==> config.mk <==
export PLATFORM = sky130hd
export DESIGN_NAME = rst_seq_gen
export DESIGN_NICKNAME = d
export VERILOG_FILES = /design/src/rtl/rst_seq_gen.sv
export SDC_FILE = /design/constraint.sdc
export NUM_CORES = 1
export LEC_CHECK = 0
export CAP_MARGIN = 0
export CORE_MARGIN = 4
export CORE_UTILIZATION = 55
export DETAILED_ROUTE_END_ITERATION = 6
export GPL_TIMING_DRIVEN = 1
export PLACE_DENSITY_LB_ADDON = 0.05
export SYNTH_ARGS = -nofsm -noshare
export SYNTH_HDL_FRONTEND = slang
export SYNTH_SLANG_ARGS = --single-unit
==> constraint.sdc <==
create_clock -name sys_clk -period 2.4 [get_ports sys_clk]
set_input_delay 0.24 -clock sys_clk [delete_from_list [all_inputs] [get_ports sys_clk]]
set_output_delay 0.24 -clock sys_clk [all_outputs]
set_load 0.05 [all_outputs]
==> src/rtl/rst_seq_gen.sv <==
// rst_seq_gen: synchronises rst_n into sys_clk, stretches it, then releases N_DOMAINS
// active-low resets in order (domain 0 first), with software reset and last-cause reporting.
module rst_seq_gen #(
    parameter int SYNC_STAGES    = 2,
    parameter int N_DOMAINS      = 4,
    parameter int STRETCH_CYCLES = 16,
    parameter int STEP_CYCLES    = 8
) (
    input  logic                 sys_clk,
    input  logic                 rst_n,
    input  logic                 sw_rst_req,
    output logic [N_DOMAINS-1:0] sync_rst_n,
    output logic                 rst_busy,
    output logic                 rst_done,
    output logic [1:0]           rst_cause
);
    localparam int CNT_MAX = (STRETCH_CYCLES > STEP_CYCLES) ? STRETCH_CYCLES : STEP_CYCLES;
    localparam int CNT_W   = $clog2(CNT_MAX + 1);
    localparam int IDX_W   = (N_DOMAINS > 1) ? $clog2(N_DOMAINS) : 1;

    localparam logic [CNT_W-1:0]     STRETCH_LAST = CNT_W'(STRETCH_CYCLES - 1);
    localparam logic [CNT_W-1:0]     STEP_LAST    = CNT_W'(STEP_CYCLES - 1);
    localparam logic [IDX_W-1:0]     IDX_LAST     = IDX_W'(N_DOMAINS - 1);
    localparam logic [N_DOMAINS-1:0] DOM0_ONLY    = N_DOMAINS'(1);

    localparam logic [1:0] CAUSE_EXT = 2'b01;
    localparam logic [1:0] CAUSE_SW  = 2'b10;

    typedef enum logic [1:0] {
        S_HOLD    = 2'd0,
        S_RELEASE = 2'd1,
        S_DONE    = 2'd2
    } state_t;

    state_t                 state_q, state_d;
    logic [CNT_W-1:0]       cnt_q, cnt_d;
    logic [IDX_W-1:0]       idx_q, idx_d;
    logic [N_DOMAINS-1:0]   rst_d;
    logic [1:0]             cause_d;
    logic [SYNC_STAGES-1:0] sync_q;
    logic                   rs;
    logic                   sw_q;

    always_ff @(posedge sys_clk or negedge rst_n) begin
        if (!rst_n) begin
            sync_q <= '0;
        end else begin
            sync_q <= {sync_q[SYNC_STAGES-2:0], 1'b1};
        end
    end

    assign rs = sync_q[SYNC_STAGES-1];

    // The first edge with the request low after a software reset anchors the
    // stretch window like the synchroniser edge does, so it is not counted.
    always_comb begin
        state_d = state_q;
        cnt_d   = cnt_q;
        idx_d   = idx_q;
        rst_d   = sync_rst_n;
        cause_d = rst_cause;
        if (sw_rst_req) begin
            state_d = S_HOLD;
            cnt_d   = '0;
            idx_d   = '0;
            rst_d   = '0;
            cause_d = CAUSE_SW;
        end else begin
            case (state_q)
                S_HOLD: begin
                    if (rs && !sw_q) begin
                        if (cnt_q == STRETCH_LAST) begin
                            cnt_d   = '0;
                            idx_d   = '0;
                            rst_d   = DOM0_ONLY;
                            state_d = (N_DOMAINS == 1) ? S_DONE : S_RELEASE;
                        end else begin
                            cnt_d = cnt_q + 1'b1;
                        end
                    end
                end
                S_RELEASE: begin
                    if (cnt_q == STEP_LAST) begin
                        cnt_d = '0;
                        idx_d = idx_q + 1'b1;
                        rst_d = (sync_rst_n << 1) | DOM0_ONLY;
                        if (idx_d == IDX_LAST) begin
                            state_d = S_DONE;
                        end
                    end else begin
                        cnt_d = cnt_q + 1'b1;
                    end
                end
                S_DONE: begin
                    rst_d = '1;
                end
                default: begin
                    state_d = S_HOLD;
                    cnt_d   = '0;
                    idx_d   = '0;
                    rst_d   = '0;
                end
            endcase
        end
    end

    always_ff @(posedge sys_clk or negedge rst_n) begin
        if (!rst_n) begin
            state_q    <= S_HOLD;
            cnt_q      <= '0;
            idx_q      <= '0;
            sync_rst_n <= '0;
            rst_busy   <= 1'b1;
            rst_done   <= 1'b0;
            rst_cause  <= CAUSE_EXT;
            sw_q       <= 1'b0;
        end else begin
            state_q    <= state_d;
            cnt_q      <= cnt_d;
            idx_q      <= idx_d;
            sync_rst_n <= rst_d;
            rst_busy   <= (state_d != S_DONE);
            rst_done   <= (state_d == S_DONE);
            rst_cause  <= cause_d;
            sw_q       <= sw_rst_req;
        end
    end

endmodule

==> impl.org, run 1 <==
** Floorplanning
- Total I/O pin count :: 11
- The die covers approximately 2800 sq um.
- For this configuration, the core starts out at a cell density of between 60% and 70%.
- Site row count :: 15
- Area of the core :: ~1800 sq um
- Measured along the y axis, the die boundary spans approximately 53 um.
- In this run the horizontal extent of the chip is about 53 um.

** Logic synthesis
- In this run, distinct cell masters in the synthesized netlist total 40.
- In the synthesized netlist the async set-or-reset flop fraction comes to 100%.
- Total standard cell area after synthesis :: 1100 sq um
- In this run, synthesis inferred 0 flip-flops with an integrated enable.
- Synthesized area per cell :: between 10 and 15 sq um
- For this run, the number of Yosys warnings is 0.
- For this run, the leading register cell type out of synthesis is dfrtp_1.
- After technology mapping, the gate count stands at between 100 and 150.
- The share of synthesized area in the top cell type comes to between 40 and 50%.
- The number of nets in the synthesized netlist is around 110.
- Dominant cell type by area after synthesis :: dfrtp_1
- After synthesis, the cell types taking the most area are dfrtp_1, dfstp_2, ha_1.
- In this run, synthesis produced a sequential element count of 20.
- Post-synthesis sequential area ratio :: a little under half

** Cells and area
- After routing the design area is between 1000 and 1500 sq um.
- Layout cells sized above 1 :: 13.3%
- After filler insertion, the fill cell instance count of the layout stands at approximately 140.
- Leading cell types in the layout, fill and taps excluded :: dfrtp_1, clkdlybuf4s50_1, nand3_1, inv_1
- Commonest non-fill, non-tap cell in the layout :: dfrtp_1
- Area added between synthesis and finish :: 14.3%
- 0 antenna diodes ended up in the layout.
- The final layout contains roughly 120 nets.

** CTS
- Cell at the root of the clock tree :: clkbuf_4
- The number of clock buffers added by TritonCTS is 3.
- In this run, post-CTS repair resized a total of 0 instances.
- After clock tree synthesis, the clock-pin slew on the worst setup and hold paths is roughly 110 ps.
- CTS built an H-tree with a depth of 1.
- TritonCTS built the clock tree.
- Hold-fix buffers at CTS :: 0
- Clk buf depth :: 2
- Counting every sink on the clock net gives 20.
- Clock latency on the worst-skew pair, taken at its later pin, is 300 ps.
- Buffers added to address setup during post-CTS repair amount to 0.

** Pwr
- VDD sags by at most around 0.39 mV.
- In this run the power density over the cells is 541 nW/um^2.
- Leakage power of the design :: about 0.55 nW
- Total power draw :: 0.000678 W

** Timing
- Setup repair after global routing missed its margin :: no
- Max-slew violation count :: 0
- Setup TNS after final layout :: 0 ps
- After layout, the worst path uses about four fifths of the clock period.
- Across the routed clock network, the largest skew measured is a little over 3 ps.
- Shortest period the worst path allows :: around 1900 ps
- Setup violations remaining at the end of the flow were counted as 0.
- Slew margin rel. :: about 66%
- Final hold violation count :: 0
- For the pin with the worst max-slew slack, the measured transition is between 500 and 600 ps.
- Derived from the worst setup path, the maximum achievable clock frequency is about 530 MHz.
- Final worst hold slack :: ~270 ps

** Worst setup path
- Data arrives at the worst endpoint at 2090 ps.
- Dominant delay contributor by cell family on the critical path :: adder cells
- The number of buffers and inverters on the critical path is 1.
- Critical Path Sink Type :: flip-flop
- Setup slack on the worst reg-to-reg path comes out at 500 ps.
- Worst reg-to-reg path cell count :: 7
- Most frequent cell on the critical path :: ha_1
- Crit-path max FO :: 5
- The largest single stage delay on the critical path is approximately 420 ps.
- The worst setup path is launched from a flip-flop.
- The critical path in this run is classified as reg -> reg.
- For the worst setup path, the data required time is around 2600 ps.
- Capture point of the worst reg-to-reg path :: sync_rst_n[2]$_DFFE_PN0P_
- Critical R2R Launch :: cnt_q[0]$_DFFE_PN0P_
- List of cells traversed by the critical path :: ha_1 > nand3_1 > inv_1 > ha_1 > nand3b_1 > a22o_1 > mux2_1
- Crit path max-delay cell type :: dfrtp_1

** Drt
- Summed over all nets, wire length on met3 after detailed routing comes to slightly above 90 um.
- Number of optimization iterations in the first detailed-route pass :: 4
- The first routing iteration left 19 violations.
- In this run the remaining antenna-violating nets after routing total 0.
- Number of remaining DRC errors :: 0
- DR vias :: 807
- Top Layer Used :: met4
- After detailed routing, the number of vias per cell comes to between 5 and 6.
- Detailed-route wire length on metal 1 :: around 910 um
- Wires add up to 1.93 mm.
- In the detailed route, the total length drawn on met2 is roughly 910 um.
- After detailed routing, the average wire length per cell comes to 13.9 um.

** Global routing
- Aggregate global routing overflow :: 0
- First-pass GRT wire length :: 3.39 mm
- Entering global routing, the biggest net connects 22 pins.
- The number of global-route vias before repair is between 700 and 800.
- Global routing usage summed across all routing layers :: between 10% and 20%
- The number of antenna violations at the first check in global routing is 0.

** Placed design
- DPL Wire Length :: 1.38 mm
- In this run the cell area measured after placement is about 1200 sq um.
- Number of buffers added on ports :: 10
- Routability-driven placement finished with a final weighted congestion of 0.881.

** Status
- The flow ran to the end, and the final reports show no timing, DRC or antenna violations.

** Min path
- The worst hold path belongs to the class in -> async.

** Flow run
- Max-cap violations in this run came to 0.
-- kinds of logic (layout without fill, tap and decap cells) --
group | after synthesis | in the layout | synth area share [%]
other | 1 | 1 | 0.342
multiplexers | 3 | 3 | 3.08
buffers and inverters | 12 | 23 | 6.28
flip-flops | 20 | 20 | 45.9
AO/OA/AOI/OAI | 22 | 22 | 15.3
AND/OR/NAND/NOR | 40 | 40 | 24.5
adder cells (fa/ha/maj) | 4 | 4 | 4.57
-- metrics by stage --
stage          cells  util, %  setup slack, ps
2_1_floorplan    102        -              664
3_3_place_gp     134     66.6              588
3_5_place_dp     134     66.6              514
4_1_cts          138     69.5              498
5_1_grt          138     69.5              287
6_report         138     69.5              496
-- how the worst max path moves through the flow --
stage	to	slack, ps	startpoint	cells after the start
2_1_floorplan	sync_rst_n[1]$_DFFE_PN0P_	660	cnt_q[0]$_DFFE_PN0P_	7
3_3_place_gp	sync_rst_n[2]$_DFFE_PN0P_	590	cnt_q[0]$_DFFE_PN0P_	7
3_5_place_dp	sync_rst_n[2]$_DFFE_PN0P_	510	cnt_q[0]$_DFFE_PN0P_	7
4_1_cts	sync_rst_n[2]$_DFFE_PN0P_	500	cnt_q[0]$_DFFE_PN0P_	7
5_1_grt	sync_rst_n[1]$_DFFE_PN0P_	290	cnt_q[0]$_DFFE_PN0P_	7
6_report	sync_rst_n[2]$_DFFE_PN0P_	500	cnt_q[0]$_DFFE_PN0P_	7
-- synth_stat cells, types with 2 or more instances --
cell type / count
a21o_1: 2
a21oi_1: 6
a32oi_1: 2
buf_6: 3
dfrtp_1: 18
dfstp_2: 2
ha_1: 4
inv_1: 7
mux2_1: 3
nand2b_1: 3
nand3_1: 8
nand3b_1: 4
nand4b_1: 3
nor2_1: 6
nor2b_1: 4
o21ai_1: 2
o31ai_1: 2
-- layout make-up --
| class | instances | area, sq um | share of cell area [%] |
|---|---|---|---|
| Multi-Input combinational cell | 70 | 524 | 41.9 |
| Sequential cell | 20 | 503 | 40.2 |
| Timing Repair Buffer | 12 | 115 | 9.19 |
| Tap cell | 25 | 31.3 | 2.50 |
| Clock inverter | 1 | 30.0 | 2.40 |
| Inverter | 7 | 26.3 | 2.10 |
| Clock buffer | 3 | 22.5 | 1.80 |
-- power by group --
| group | total [W] | internal [W] | switching (W) |
|---|---|---|---|
| registers | 0.000362 | 0.000348 | 0.0000143 |
| clock network | 0.000268 | 0.000169 | 0.0000989 |
| logic | 0.0000482 | 0.0000200 | 0.0000282 |
-- registers in the layout, indices dropped and copies added (netlist names) --
signal,cells
rst_cause,2
sync_q,2
sync_rst_n,4
sw_q,1
cnt_q,5
rst_busy,1
idx_q,2
rst_done,1
state_q,2
-- per-layer routing --
| layer | vias up | GRT usage (%) |
|---|---|---|
| li1 | 392 | - |
| met1 | 392 | 22.7 |
| met2 | 21 | 26.7 |
| met3 | 2 | 5.98 |
| met4 | 0 | 2.55 |
| met5 | - | 0 |
Power figures use the tool's default switching activity.
==> inputs of run 2 (changes only) <==
- clock period: 2.4 -> 1.8 ns (I/O delays scaled with it)
==> run 2 against run 1 <==
Effect of this change:
- global-route usage up 2.7 points
- die area stayed put
- register-to-register slack got worse by 440 ps
- non-clock buffer count increased by 11
- clock-buffer cell count unchanged
- first-iteration DRC count grew 42%
- power grew 40%
- utilization is 5.0 points higher
- critical endpoint is now sync_rst_n[1]$_DFFE_PN0P_
- highest routed layer unchanged
==> impl.org, run 2 (synthesis gave the netlist of run 1 again) <==
** Timing
- After layout, the minimum clock period comes to ~1700 ps.
- Static timing analysis puts the maximum clock frequency at approximately 570 MHz.
- Clock Skews :: 3.15 ps
- The final count of pins violating max slew was 0.
- Final hold violation count :: 0
- Setup repair after global routing missed its margin :: yes
- Slew margin rel. :: ~67%
- Share of the clock period used by the worst path after layout :: between 90% and 100%
- For the pin with the worst max-slew slack, the measured transition is 497 ps.
- Setup violations remaining at the end of the flow were counted as 0.

** Worst setup path
- Critical Path Sink Type :: flip-flop
- STA puts the critical path data required time at approximately 2000 ps.
- CP Buf/Inv Count :: 1
- List of cells traversed by the critical path :: ha_1 > nand3_1 > inv_1 > ha_4 > nand3b_1 > a22o_1 > mux2_1
- Grouping stages by cell kind, the critical path spends the most delay in flip-flops.
- Among all stages on the critical path, the largest delay is contributed by dfrtp_1.
- STA classifies the critical path startpoint as a flip-flop.
- The worst setup path is of the reg -> reg kind.
- The largest single stage delay on the critical path is 400 ps.
- For the worst setup path, the data arrival time is just under 2000 ps.
- Crit-path max FO :: 4
- In this run the register-to-register setup slack is 50 ps.

** Cells and area
- Total Nets Final :: around 130
- Commonest non-fill, non-tap cell in the layout :: dfrtp_1
- Of the cells placed in the final design, the portion with a size suffix greater than 1 is 23.4%.
- In the final layout, the registers with the most flip-flops are cnt_q: 5 flops, sync_rst_n: 4 flops.
- Flip-flop count of the largest register after layout :: 5
- Leading cell types in the layout, fill and taps excluded :: dfrtp_1, buf_4, nand3_1, clkdlybuf4s50_1, inv_1
- Excluding fillers, the count of instances in the completed layout stands at roughly 150.
- cnt_q holds more flip-flops than any other register.
- Fill cell total of the finished layout :: roughly 140
- 0 antenna diodes ended up in the layout.
- Area added between synthesis and finish :: 22.5%

** Floorplanning
- Starting utilization of the core area :: between 60% and 70%
- In this run the core area contains 15 standard-cell rows.
- The floorplan step defined a die boundary enclosing between 2000 and 3000 sq um.
- The floorplan step defined a core boundary enclosing approximately 1800 sq um.
- Horizontal extent of the die :: ~53 um
- Total I/O pin count :: 11
- The floorplan step set the die height to ~53 um.

** Placed design
- DPL Wire Length :: ~1.6 mm
- Number of buffers added on ports :: 10
- The congestion estimate from routability-driven global placement came to approximately 0.76.
- Once placement completed, the tool counted placed cells totaling approximately 140.

** CTS
- CTS clk-pin slew, worst paths :: 120 ps
- TritonCTS sink count :: 20
- For the worst-skew pair, the clock arrives at the later sink with an insertion delay of 310 ps.
- TritonCTS built the clock tree.
- In this run the deepest clock path goes through 2 buffers.
- The number of clock buffers added by TritonCTS is 3.
- The tree is rooted in a clkbuf_4.
- Deepest level of the CTS H-tree :: 1

** Global routing
- Number of antenna violations at the first check in global routing :: 0
- Summed over all layers, the global routing overflow is 0.
- Pin count of the biggest net entering global routing :: 22
- Vias in the first global route :: just under 900
- The first global-routing pass estimated between 4 and 5 mm of wire.
- Global routing used between 10% and 20% of the available tracks.

** Pwr
- Total power density per cell area :: about 700 nW/um^2
- The completed layout was analyzed and its total power is approximately 0.00095 W.
- For this design the static power due to leakage is 0.606 nW.
- Worst voltage drop across the vdd grid :: between 0.7 and 0.8 mV

** Drt
- Detailed-route vias per instance :: 6.05
- In the final routed layout, each cell accounts on average for about 16 um.
- The detailed router finished its first iteration with 27 violations.
- Summing over every cut layer, the via total after detailed routing is 902.
- Number of remaining DRC errors :: 0
- Number of optimization iterations in the first detailed-route pass :: 4
- The detail route stage leaves a number of antenna-violating nets equal to 0.
- Wires add up to around 2.5 mm.

** Status
- The run finished with clean final reports.

** Min path
- Worst hold path class :: in -> async

** Flow run
- Total of max-cap violations :: 0
## run 2: cell count changes in the layout (fill, tap and decap cells not counted), sizes merged
cell,previous run,this run
clkdlybuf4s50,10,8
buf,2,15
## run 2: what timing repair did
item                                    in CTS  in global routing
hold endpoints to repair                     0                  0
hold buffers                                 0                  0
gates resized for setup                      0                  2
buffers inserted                             1                  2
endpoints found under the setup margin       3                  3
pin swaps                                    1                  2
## run 2: layer usage
metal / up-vias / part of all wire (%) / GRT usage [%]
li1: 415 / - / -
met1: 441 / 44 / 26.5
met2: 35 / 47 / 30.6
met3: 11 / 5.7 / 3.70
met4: 0 / 3.3 / 7.66
met5: - / 0 / 0
## run 2: power breakdown
group | leakage [nW] | internal, W | switching (W)
Sequential | 0.258 | 0.000464 | 0.00000806
Combinational | 0.320 | 0.0000497 | 0.0000603
Clock | 0.0279 | 0.000225 | 0.000145
## run 2: through the flow
step | utilization [%] | instance area [sq um] | hold slack, ps | worst slack [ps] | setup TNS, ps
5_1_grt | 74.5 | 1340 | 202 | -36.5 | -82.6
3_5_place_dp | 69.7 | 1250 | 340 | 5.16 | 0
4_1_cts | 73.0 | 1320 | 203 | 14.9 | 0
2_1_floorplan | - | 1100 | -116 | 63.7 | 0
6_report | 74.5 | 1340 | 197 | 52.3 | 0
3_3_place_gp | 69.7 | 1250 | 340 | 68.4 | 0
## run 2: worst paths after layout
kind	depth (start not counted)	endpoint	startpoint
max	7	sync_rst_n[1]$_DFFE_PN0P_	cnt_q[0]$_DFFE_PN0P_
min	2	sync_rst_n[0]$_DFFE_PN0P_	rst_n
max reg2reg	7	sync_rst_n[1]$_DFFE_PN0P_	cnt_q[0]$_DFFE_PN0P_
min reg2reg	0	sync_q[1]$_DFF_PN0_	sync_q[0]$_DFF_PN0_
max in group asynchronous	2	rst_busy$_DFF_PN1_	rst_n
min in group sys_clk	0	sync_q[1]$_DFF_PN0_	sync_q[0]$_DFF_PN0_
## run 2: worst register-to-register path, stage by stage, from the launching register on
cell,delay [ps]
dfrtp_1,400
ha_1,210
nand3_1,110
inv_1,80
ha_4,170
nand3b_1,110
a22o_1,220
mux2_1,350
## run 2: final cells by class
| class | count | area (sq um) | area share (%) |
|---|---|---|---|
| multi-input cells | 70 | 537 | 40.0 |
| flip-flops and latches | 20 | 503 | 37.5 |
| repair buffers | 23 | 193 | 14.4 |
| well taps | 25 | 31.3 | 2.33 |
| clock inverters | 1 | 30.0 | 2.24 |
| inverters | 7 | 26.3 | 1.96 |
| clock buffers | 3 | 22.5 | 1.68 |
